### src/rtl/mem_ctrl_pkg.sv
// Package: mem_ctrl_pkg
// Shared types and default constants for the memory access controller.
//   state_t     controller FSM states (also exported on the debug port)
//   ADDR_W_DEF  default RAM address width
//   DATA_W_DEF  default data word width (multiple of 8)
//   BYTES       byte lanes in a default-width word
package mem_ctrl_pkg;

    localparam int ADDR_W_DEF = 9;
    localparam int DATA_W_DEF = 32;
    localparam int BYTES      = DATA_W_DEF / 8;

    typedef enum logic [2:0] {
        IDLE   = 3'd0,
        ACCESS = 3'd1,
        RMW_RD = 3'd2,
        RMW_WR = 3'd3,
        RESP   = 3'd4
    } state_t;

endpackage

### src/rtl/mem_byte_merge.sv
// Module: mem_byte_merge
// Combinational byte-lane merge used by the read-modify-write path.
// Present only when MEM_CTRL_BYTE_WRITE_EN is defined; the controller does
// not instantiate it otherwise.
// Ports:
//   old_word  in   DATA_W     word read back from the RAM
//   new_word  in   DATA_W     store data from the request
//   be        in   DATA_W/8   byte enables, 1 = take the new byte
//   merged    out  DATA_W     per-byte selection of new/old
`ifdef MEM_CTRL_BYTE_WRITE_EN
module mem_byte_merge
    import mem_ctrl_pkg::*;
#(
    parameter int DATA_W = DATA_W_DEF
) (
    input  logic [DATA_W-1:0]   old_word,
    input  logic [DATA_W-1:0]   new_word,
    input  logic [DATA_W/8-1:0] be,
    output logic [DATA_W-1:0]   merged
);

    for (genvar i = 0; i < DATA_W / 8; i++) begin : g_lane
        assign merged[8*i +: 8] = be[i] ? new_word[8*i +: 8] : old_word[8*i +: 8];
    end

endmodule
`endif

### src/rtl/mem_access_ctrl.sv
// Module: mem_access_ctrl
// Sequencer between the CPU datapath and a 512x32 RAM. One load/store is
// accepted per handshake; RAM strobes, address and write data come straight
// from registers so they are stable when the RAM samples on the negedge.
// Load data is captured into rsp_rdata and a one-cycle rsp_valid is returned.
// Optional feature: MEM_CTRL_BYTE_WRITE_EN enables byte-enabled stores
// (full write, no-op, or read-modify-write via mem_byte_merge).
// Ports:
//   clock, clear_n          clock and synchronous active-low reset
//   req_valid/req_ready     request handshake
//   req_write/addr/wdata/be request fields (be used only with the macro)
//   rsp_valid/err/rdata     response pulse, range error flag, load data
//   mem_read/write/addr/wdata, mem_rdata   RAM interface
//   dbg_state               current FSM state
module mem_access_ctrl
    import mem_ctrl_pkg::*;
#(
    parameter int ADDR_W    = ADDR_W_DEF,
    parameter int DATA_W    = DATA_W_DEF,
    parameter int MEM_DEPTH = 512
) (
    input  logic                clock,
    input  logic                clear_n,
    input  logic                req_valid,
    output logic                req_ready,
    input  logic                req_write,
    input  logic [ADDR_W-1:0]   req_addr,
    input  logic [DATA_W-1:0]   req_wdata,
    input  logic [DATA_W/8-1:0] req_be,
    output logic                rsp_valid,
    output logic                rsp_err,
    output logic [DATA_W-1:0]   rsp_rdata,
    output logic                mem_read,
    output logic                mem_write,
    output logic [ADDR_W-1:0]   mem_addr,
    output logic [DATA_W-1:0]   mem_wdata,
    input  logic [DATA_W-1:0]   mem_rdata,
    output state_t              dbg_state
);

    state_t              state, state_n;
    logic                rd_n, wr_n, rsp_valid_n, rsp_err_n;
    logic [ADDR_W-1:0]   addr_n;
    logic [DATA_W-1:0]   wdata_n, rdata_n;
    logic                accept, addr_bad;

`ifdef MEM_CTRL_BYTE_WRITE_EN
    logic [DATA_W/8-1:0] be_q, be_n;
    logic [DATA_W-1:0]   merged;

    // mem_wdata still holds the request data during RMW_RD, so it is the
    // "new" side of the merge; mem_rdata carries the old word.
    mem_byte_merge #(.DATA_W(DATA_W)) u_merge (
        .old_word (mem_rdata),
        .new_word (mem_wdata),
        .be       (be_q),
        .merged   (merged)
    );
`else
    logic unused_be;
    assign unused_be = ^req_be;
`endif

    // Handshake: a request transfers on a posedge where req_valid && req_ready.
    // req_ready depends only on state and clear_n (never on req_valid); the
    // requester holds its fields stable while req_valid is high and unaccepted.
    assign req_ready = clear_n && (state == IDLE || state == RESP);
    assign accept    = req_valid && req_ready;
    assign addr_bad  = (32'(req_addr) >= 32'(MEM_DEPTH));
    assign dbg_state = state;

    always_comb begin
        state_n   = state;
        rd_n      = 1'b0;
        wr_n      = 1'b0;
        addr_n    = mem_addr;
        wdata_n   = mem_wdata;
        rdata_n   = rsp_rdata;
        rsp_err_n = 1'b0;
`ifdef MEM_CTRL_BYTE_WRITE_EN
        be_n      = be_q;
`endif
        case (state)
            IDLE, RESP: begin
                if (accept) begin
                    addr_n  = req_addr;
                    wdata_n = req_wdata;
                    if (addr_bad) begin
                        // Out-of-range: no RAM cycle, answer immediately.
                        state_n   = RESP;
                        rsp_err_n = 1'b1;
                    end else if (!req_write) begin
                        state_n = ACCESS;
                        rd_n    = 1'b1;
                    end else begin
`ifdef MEM_CTRL_BYTE_WRITE_EN
                        if (&req_be) begin
                            state_n = ACCESS;
                            wr_n    = 1'b1;
                        end else if (req_be == '0) begin
                            state_n = RESP;
                        end else begin
                            state_n = RMW_RD;
                            rd_n    = 1'b1;
                            be_n    = req_be;
                        end
`else
                        state_n = ACCESS;
                        wr_n    = 1'b1;
`endif
                    end
                end else begin
                    state_n = IDLE;
                end
            end
            ACCESS: begin
                state_n = RESP;
                // Only loads update the response data.
                if (mem_read) begin
                    rdata_n = mem_rdata;
                end
            end
            RMW_RD: begin
`ifdef MEM_CTRL_BYTE_WRITE_EN
                state_n = RMW_WR;
                wr_n    = 1'b1;
                wdata_n = merged;
`else
                state_n = IDLE;
`endif
            end
            RMW_WR: state_n = RESP;
            default: state_n = IDLE;
        endcase
        rsp_valid_n = (state_n == RESP);
    end

    always_ff @(posedge clock) begin
        if (!clear_n) begin
            state     <= IDLE;
            mem_read  <= 1'b0;
            mem_write <= 1'b0;
            mem_addr  <= '0;
            mem_wdata <= '0;
            rsp_valid <= 1'b0;
            rsp_err   <= 1'b0;
            rsp_rdata <= '0;
`ifdef MEM_CTRL_BYTE_WRITE_EN
            be_q      <= '0;
`endif
        end else begin
            state     <= state_n;
            mem_read  <= rd_n;
            mem_write <= wr_n;
            mem_addr  <= addr_n;
            mem_wdata <= wdata_n;
            rsp_valid <= rsp_valid_n;
            rsp_err   <= rsp_err_n;
            rsp_rdata <= rdata_n;
`ifdef MEM_CTRL_BYTE_WRITE_EN
            be_q      <= be_n;
`endif
        end
    end

endmodule
### config.mk
export PLATFORM = sky130hd
export DESIGN_NAME = mem_access_ctrl
export DESIGN_NICKNAME = d
export VERILOG_FILES = /design/src/rtl/mem_ctrl_pkg.sv /design/src/rtl/mem_byte_merge.sv /design/src/rtl/mem_access_ctrl.sv
export SDC_FILE = /design/constraint.sdc
export NUM_CORES = 1
export LEC_CHECK = 0
export ABC_AREA = 1
export CORE_MARGIN = 5
export CORE_UTILIZATION = 38
export DETAILED_ROUTE_END_ITERATION = 8
export PLACE_DENSITY = 0.86
export SYNTH_ARGS = -nofsm -noshare
export SYNTH_HDL_FRONTEND = slang
export SYNTH_HIERARCHICAL = 1
export SYNTH_SLANG_ARGS = --single-unit
### constraint.sdc
create_clock -name clock -period 1.2 [get_ports clock]
set_clock_uncertainty 0.05 [all_clocks]
set_input_delay 0.24 -clock clock [delete_from_list [all_inputs] [get_ports clock]]
set_output_delay 0.24 -clock clock [all_outputs]
set_load 0.03 [all_outputs]
==> impl_metrics.json, run 1 <==
{
  "grt_use_total_pct": 16.7,
  "clk_path_buf_depth": 2,
  "drv_slew": 0,
  "cts_tree": "built",
  "initial_core_util_pct": 39.4,
  "synth-simple-area-share_pct": 36.1,
  "core_um2": 7330,
  "fillerInstances": 619,
  "critPathRequiredTime_ns": 1.43,
  "first_iter_violations": 89,
  "cts_hold_buf": 0,
  "cts_sinks": 77,
  "wl_um": 8450,
  "hold_viol": 0,
  "synth-seq-area-share_pct": 53.3,
  "vias": 2944,
  "stdcell_area_um2": 4730,
  "period_share_pct": 100,
  "max-cap-violations": 0,
  "cts-root-buf": "clkbuf_8",
  "syn-cell-area_um2": 2890,
  "yosys_warnings": 6,
  "crit_arrival_ns": 1.43,
  "clk_latency_ns": 0.33,
  "wl_per_cell_um": 12.8,
  "hold_depth": 3,
  "synth_xor_area_share_pct": 0,
  "area_growth_pct": 63.6,
  "antenna_found_initial": 0,
  "grt_pass1_wl_um": 13000,
  "synth_cell_types": 13,
  "diodes": 0,
  "setup_ws_ns": -0.000808,
  "fin_setup_tns_ns": -0.000808,
  "period_minus_slack_ns": 1.20,
  "synth_seq_cells": 77,
  "drt_first_pass_iters": 4,
  "grt_pass1_vias": 2781,
  "power_density_nw_per_um2": 1250,
  "die_x_um": 97.2,
  "fmax_ghz": 0.833,
  "synth-compound-area-share_pct": 0,
  "worstSetupStartpointType": "flop",
  "ir_drop_mv": 0.868,
  "cts_made_buffers": 9,
  "rr_worst_depth": 7,
  "grt_max_degree": 37,
  "drc": 0,
  "grt_overflow": 0,
  "synth_cells": 397,
  "antenna_left": 0,
  "hpwlAfterDp_um": 6040,
  "whs_ns": 0.208,
  "rsz0062_at_grt": "true",
  "min_path_type": "in -> reg",
  "cts_htree_levels": 3,
  "drive_above_1_share_pct": 22.8,
  "preCtsSetupSlack_ns": -0.206,
  "dieArea_um2": 9450,
  "num_rows": 31,
  "synthAdderAreaFrac_pct": 0,
  "cp_max_fo": 7,
  "finalSetupViolations": 1,
  "crit_type": "reg -> reg",
  "total_power_uw": 5900,
  "vias_per_cell": 4.45,
  "clk_pin_slew_ns": 0.08,
  "ioPinCount": 162,
  "dpl-instance-area_um2": 4320,
  "end_kind": "flop",
  "outcome": "finished with violations",
  "p_leak_uw": 0.00244,
  "muxShareOfSynthArea_pct": 0,
  "violations": "negative setup slack",
  "place.port_buffers": 155,
  "syn_avg_cell_area_um2": 7.28,
  "nNetsFinal": 638,
  "synth_top_family_by_area": "simple AND/OR/NAND/NOR gates",
  "dieHeight_um": 97.2,
  "place_congestion": 0.838
}
==> layer usage <==
layer  wire length (um)  part of all wire (%)  GRT usage (%)
met5                  0                     0              0
met2               3930                    46           27.1
met4                154                   1.8           6.07
met3                982                    12           7.75
met1               3380                    40           19.3
==> synth_stat cells <==
cell      number  area, um^2
buf_6          3        33.8
inv_1         35         131
nand2_1      146         548
conb_1         1        3.75
nand3_1       41         205
clkbuf_1       1        3.75
buf_2         13        65.1
inv_2          2        7.51
dfxtp_1       77        1540
buf_4          8        60.1
nor3_1         1        5.00
nor2_1        67         251
nand3_4        2        35.0
==> report_power, final <==
group / internal [uW] / switching (uW) / leakage, uW / total (uW)
registers: 2680 / 76.7 / 0.000632 / 2750
logic: 507 / 544 / 0.00171 / 1050
clock network: 1160 / 936 / 0.000105 / 2100
total: 4340 / 1560 / 0.00244 / 5900
==> critical path, stage by stage (launching register included) <==
cell and delay, ns:
dfxtp_4 0.37, buf_4 0.14, inv_4 0.06, nand3_4 0.12, inv_8 0.13, clkbuf_16 0.15
nand2_1 0.05, nand2_1 0.08
==> cell type report <==
type                            instances  area, um^2  share of cell area (%)
Clock inverter                          7        90.1                    1.90
Clock buffer                            9         124                    2.62
Inverter                               37         149                    3.15
Tap cell                               99         124                    2.62
Multi-Input combinational cell        259        1070                    22.6
Sequential cell                        77        1550                    32.8
Timing Repair Buffer                  173        1620                    34.3
==> kinds of logic (layout without fill, tap and decap cells) <==
family        after synthesis  after routing
flops                      77             77
buf+inv                    62            226
other cells                 1              2
simple gates              257            257
==> state kept, by name, indices dropped and copies added, names as in the netlist <==
name and flops:
dbg_state 1, mem_addr 9, mem_read 1, mem_wdata 32, mem_write 1, rsp_rdata 32, rsp_valid 1
==> path summary, 6_finish.rpt <==
| path | from | end | slack [ns] |
|---|---|---|---|
| max | dbg_state[0] | mem_wdata[27] | -0.0008 |
| min | clear_n | mem_wdata[1] | 0.21 |
| max reg2reg | dbg_state[0] | mem_wdata[27] | -0.0008 |
| min reg2reg | rsp_valid | rsp_valid | 0.41 |
==> layout by cell type, fill, tap and decap left out, drive strengths merged <==
cell type and instances:
nor3 1, clkdlybuf4s50 75, clkbuf 11, nor2 67
conb 2, inv 37, nand3 43, clkinvlp 2
dfxtp 77, buf 96, clkinv 3, bufinv 2
nand2 146
==> through the flow <==
step,util (%),instances
global route,64.5,661
global placement,59.0,639
finish,64.5,661
detailed placement,59.0,639
floorplan,-,398
CTS,62.1,657
==> repair_timing <==
item                                    4_1_cts  5_1_grt
endpoints found under the setup margin        3       54
pin swaps                                     1        6
cloned                                        0        3
hold endpoints to repair                      0        0
resized for setup                             2       32
setup buffers                                 2        1
No activity file was read; power rests on OpenSTA's default activity.
==> inputs of run 2 (changes only) <==
Settings changed: CORE_UTILIZATION 38 to 30, CTS_CLUSTER_DIAMETER set to 50, PLACE_DENSITY 0.86 to 0.72.
==> run 2 against run 1 <==
The run still ends with negative setup slack left. Setup slack lost 0.022 ns. Fmax shrank 1.8%. Largest power group unchanged. First-iteration DRC count grew 11%. Highest routed layer unchanged. Critical path type is now reg -> out.
==> impl_metrics.json, run 2 (synthesis results as in run 1) <==
{
  "outcome": "finished with violations",
  "violations": "negative setup slack",
  "place_congestion": 0.704,
  "ioPinCount": 162,
  "grt_pass1_wl_um": 12500,
  "switching_share_pct": 26.5,
  "rrSetupSlack_ns": -0.01,
  "pwr-share-clk_pct": 35.6,
  "final_cell_mix": "146 x nand2_1, 75 x clkdlybuf4s50_1, 73 x buf_4",
  "clk_latency_ns": 0.34,
  "crit_type": "reg -> out",
  "biggestRegsByFlops": "mem_wdata (32), rsp_rdata (32), mem_addr (9)",
  "nNetsFinal": 642,
  "p_comb_share_pct": 18.1,
  "initial_core_util_pct": 31.0,
  "drv_slew": 0,
  "period_share_pct": 102,
  "diodes": 0,
  "p_leak_uw": 0.00247,
  "whs_ns": 0.199,
  "power_density_nw_per_um2": 1210,
  "final_common_cell": "nand2_1",
  "drive_above_1_share_pct": 23.7,
  "finalSetupViolations": 3,
  "place.port_buffers": 155,
  "period_minus_slack_ns": 1.22,
  "vias_per_cell": 4.15,
  "hold_viol": 0,
  "grt_overflow": 0,
  "worstSetupStartpointType": "flop",
  "core_um2": 9330,
  "cp_max_fo": 4,
  "antenna_found_initial": 0,
  "die_x_um": 108,
  "grt_pass1_vias": 2658,
  "drt_first_pass_iters": 4,
  "utilization_pct": 52.4,
  "fmax_ghz": 0.818,
  "vias": 2882,
  "setup_ws_ns": -0.0227,
  "ir_drop_mv": 0.481,
  "grt_use_total_pct": 13.5,
  "antenna_left": 0,
  "cts_htree_levels": 3,
  "dieArea_um2": 11700,
  "end_kind": "primary output",
  "cts_sinks": 77,
  "clk_path_buf_depth": 2,
  "stdcell_area_um2": 4890,
  "drc": 0,
  "wl_per_cell_um": 12.3,
  "cts_tree": "built",
  "critPathRequiredTime_ns": 0.91,
  "min_path_type": "in -> reg",
  "crit_arrival_ns": 0.93,
  "p_int_uw": 4370,
  "cts_made_buffers": 9,
  "hpwlAfterDp_um": 6010,
  "grt_max_degree": 43,
  "pwr-share-seq_pct": 46.3,
  "dieHeight_um": 108,
  "area_growth_pct": 69.2,
  "max-cap-violations": 0,
  "first_iter_violations": 99,
  "power.net_switching_uw": 1580,
  "rsz0062_at_grt": "true",
  "clk_pin_slew_ns": 0.09,
  "dpl-instance-area_um2": 4420,
  "num_rows": 35,
  "fillerInstances": 889,
  "cts-root-buf": "clkbuf_8",
  "wl_um": 8570
}
run 2: changes by cell type in the layout (fill, tap and decap cells not counted), moves of 3 or more:
cell	previous run	this run
buf_4	78	73
nand2_1	142	146
nand2_2	4	0
dfxtp_1	72	69
buf_6	12	17
run 2: power groups by stage:
stage          logic [uW]  clock network (uW)  registers (uW)
6_report             1080                2120            2750
4_1_cts              1010                2210            2740
2_1_floorplan         232                   0            3040
3_3_place_gp          996                   0            2800
3_5_place_dp         1000                   0            2800
5_1_grt              1150                2310            2770
run 2: final cells by class:
type	count	area (um^2)	share of cell area [%]
Timing Repair Buffer	176	1720	35.1
Sequential cell	77	1560	31.9
Multi-Input combinational cell	260	1090	22.3
Tap cell	129	161	3.30
Inverter	37	154	3.15
Clock buffer	9	124	2.53
Clock inverter	6	88.8	1.82
run 2: through the flow:
| step | std cells | total power (uW) | setup TNS (ns) | setup WS (ns) |
|---|---|---|---|---|
| final | 694 | 5940 | -0.0370 | -0.0227 |
| after global routing | 694 | 6230 | -3.06 | -0.0796 |
| after CTS | 687 | 5960 | -0.0723 | -0.0723 |
| after detailed placement | 670 | 3810 | -7.95 | -0.211 |
| after global placement | 670 | 3800 | -7.21 | -0.178 |
| after floorplan | 398 | 3270 | 0 | 0.0277 |
run 2: layer usage:
metal / track usage, % / routed length (um)
met5: 0 / 0
met4: 4.87 / 64
met3: 6.69 / 952
met2: 21.4 / 4110
met1: 15.7 / 3440
run 2: final timing paths:
check,cells past startpoint,endpoint,from
worst max-delay path,2,req_ready,dbg_state[0]
worst min-delay path,3,rsp_valid,clear_n
worst max register to register,7,mem_wdata[10],dbg_state[0]
worst min register to register,1,rsp_valid,rsp_valid
run 2: worst max-delay path: stages, from the launching register on:
cell     delay (ns)
dfxtp_4        0.37
nor2_4         0.08
buf_6          0.13
run 2: repair_timing:
item                       CTS  global route
hold buffers                 0             0
buffers inserted             2             1
hold endpoints to repair     0             0
setup endpoints to repair    3            84
pin swaps                    1             0
resized for setup            2            35
cloned                       0             6
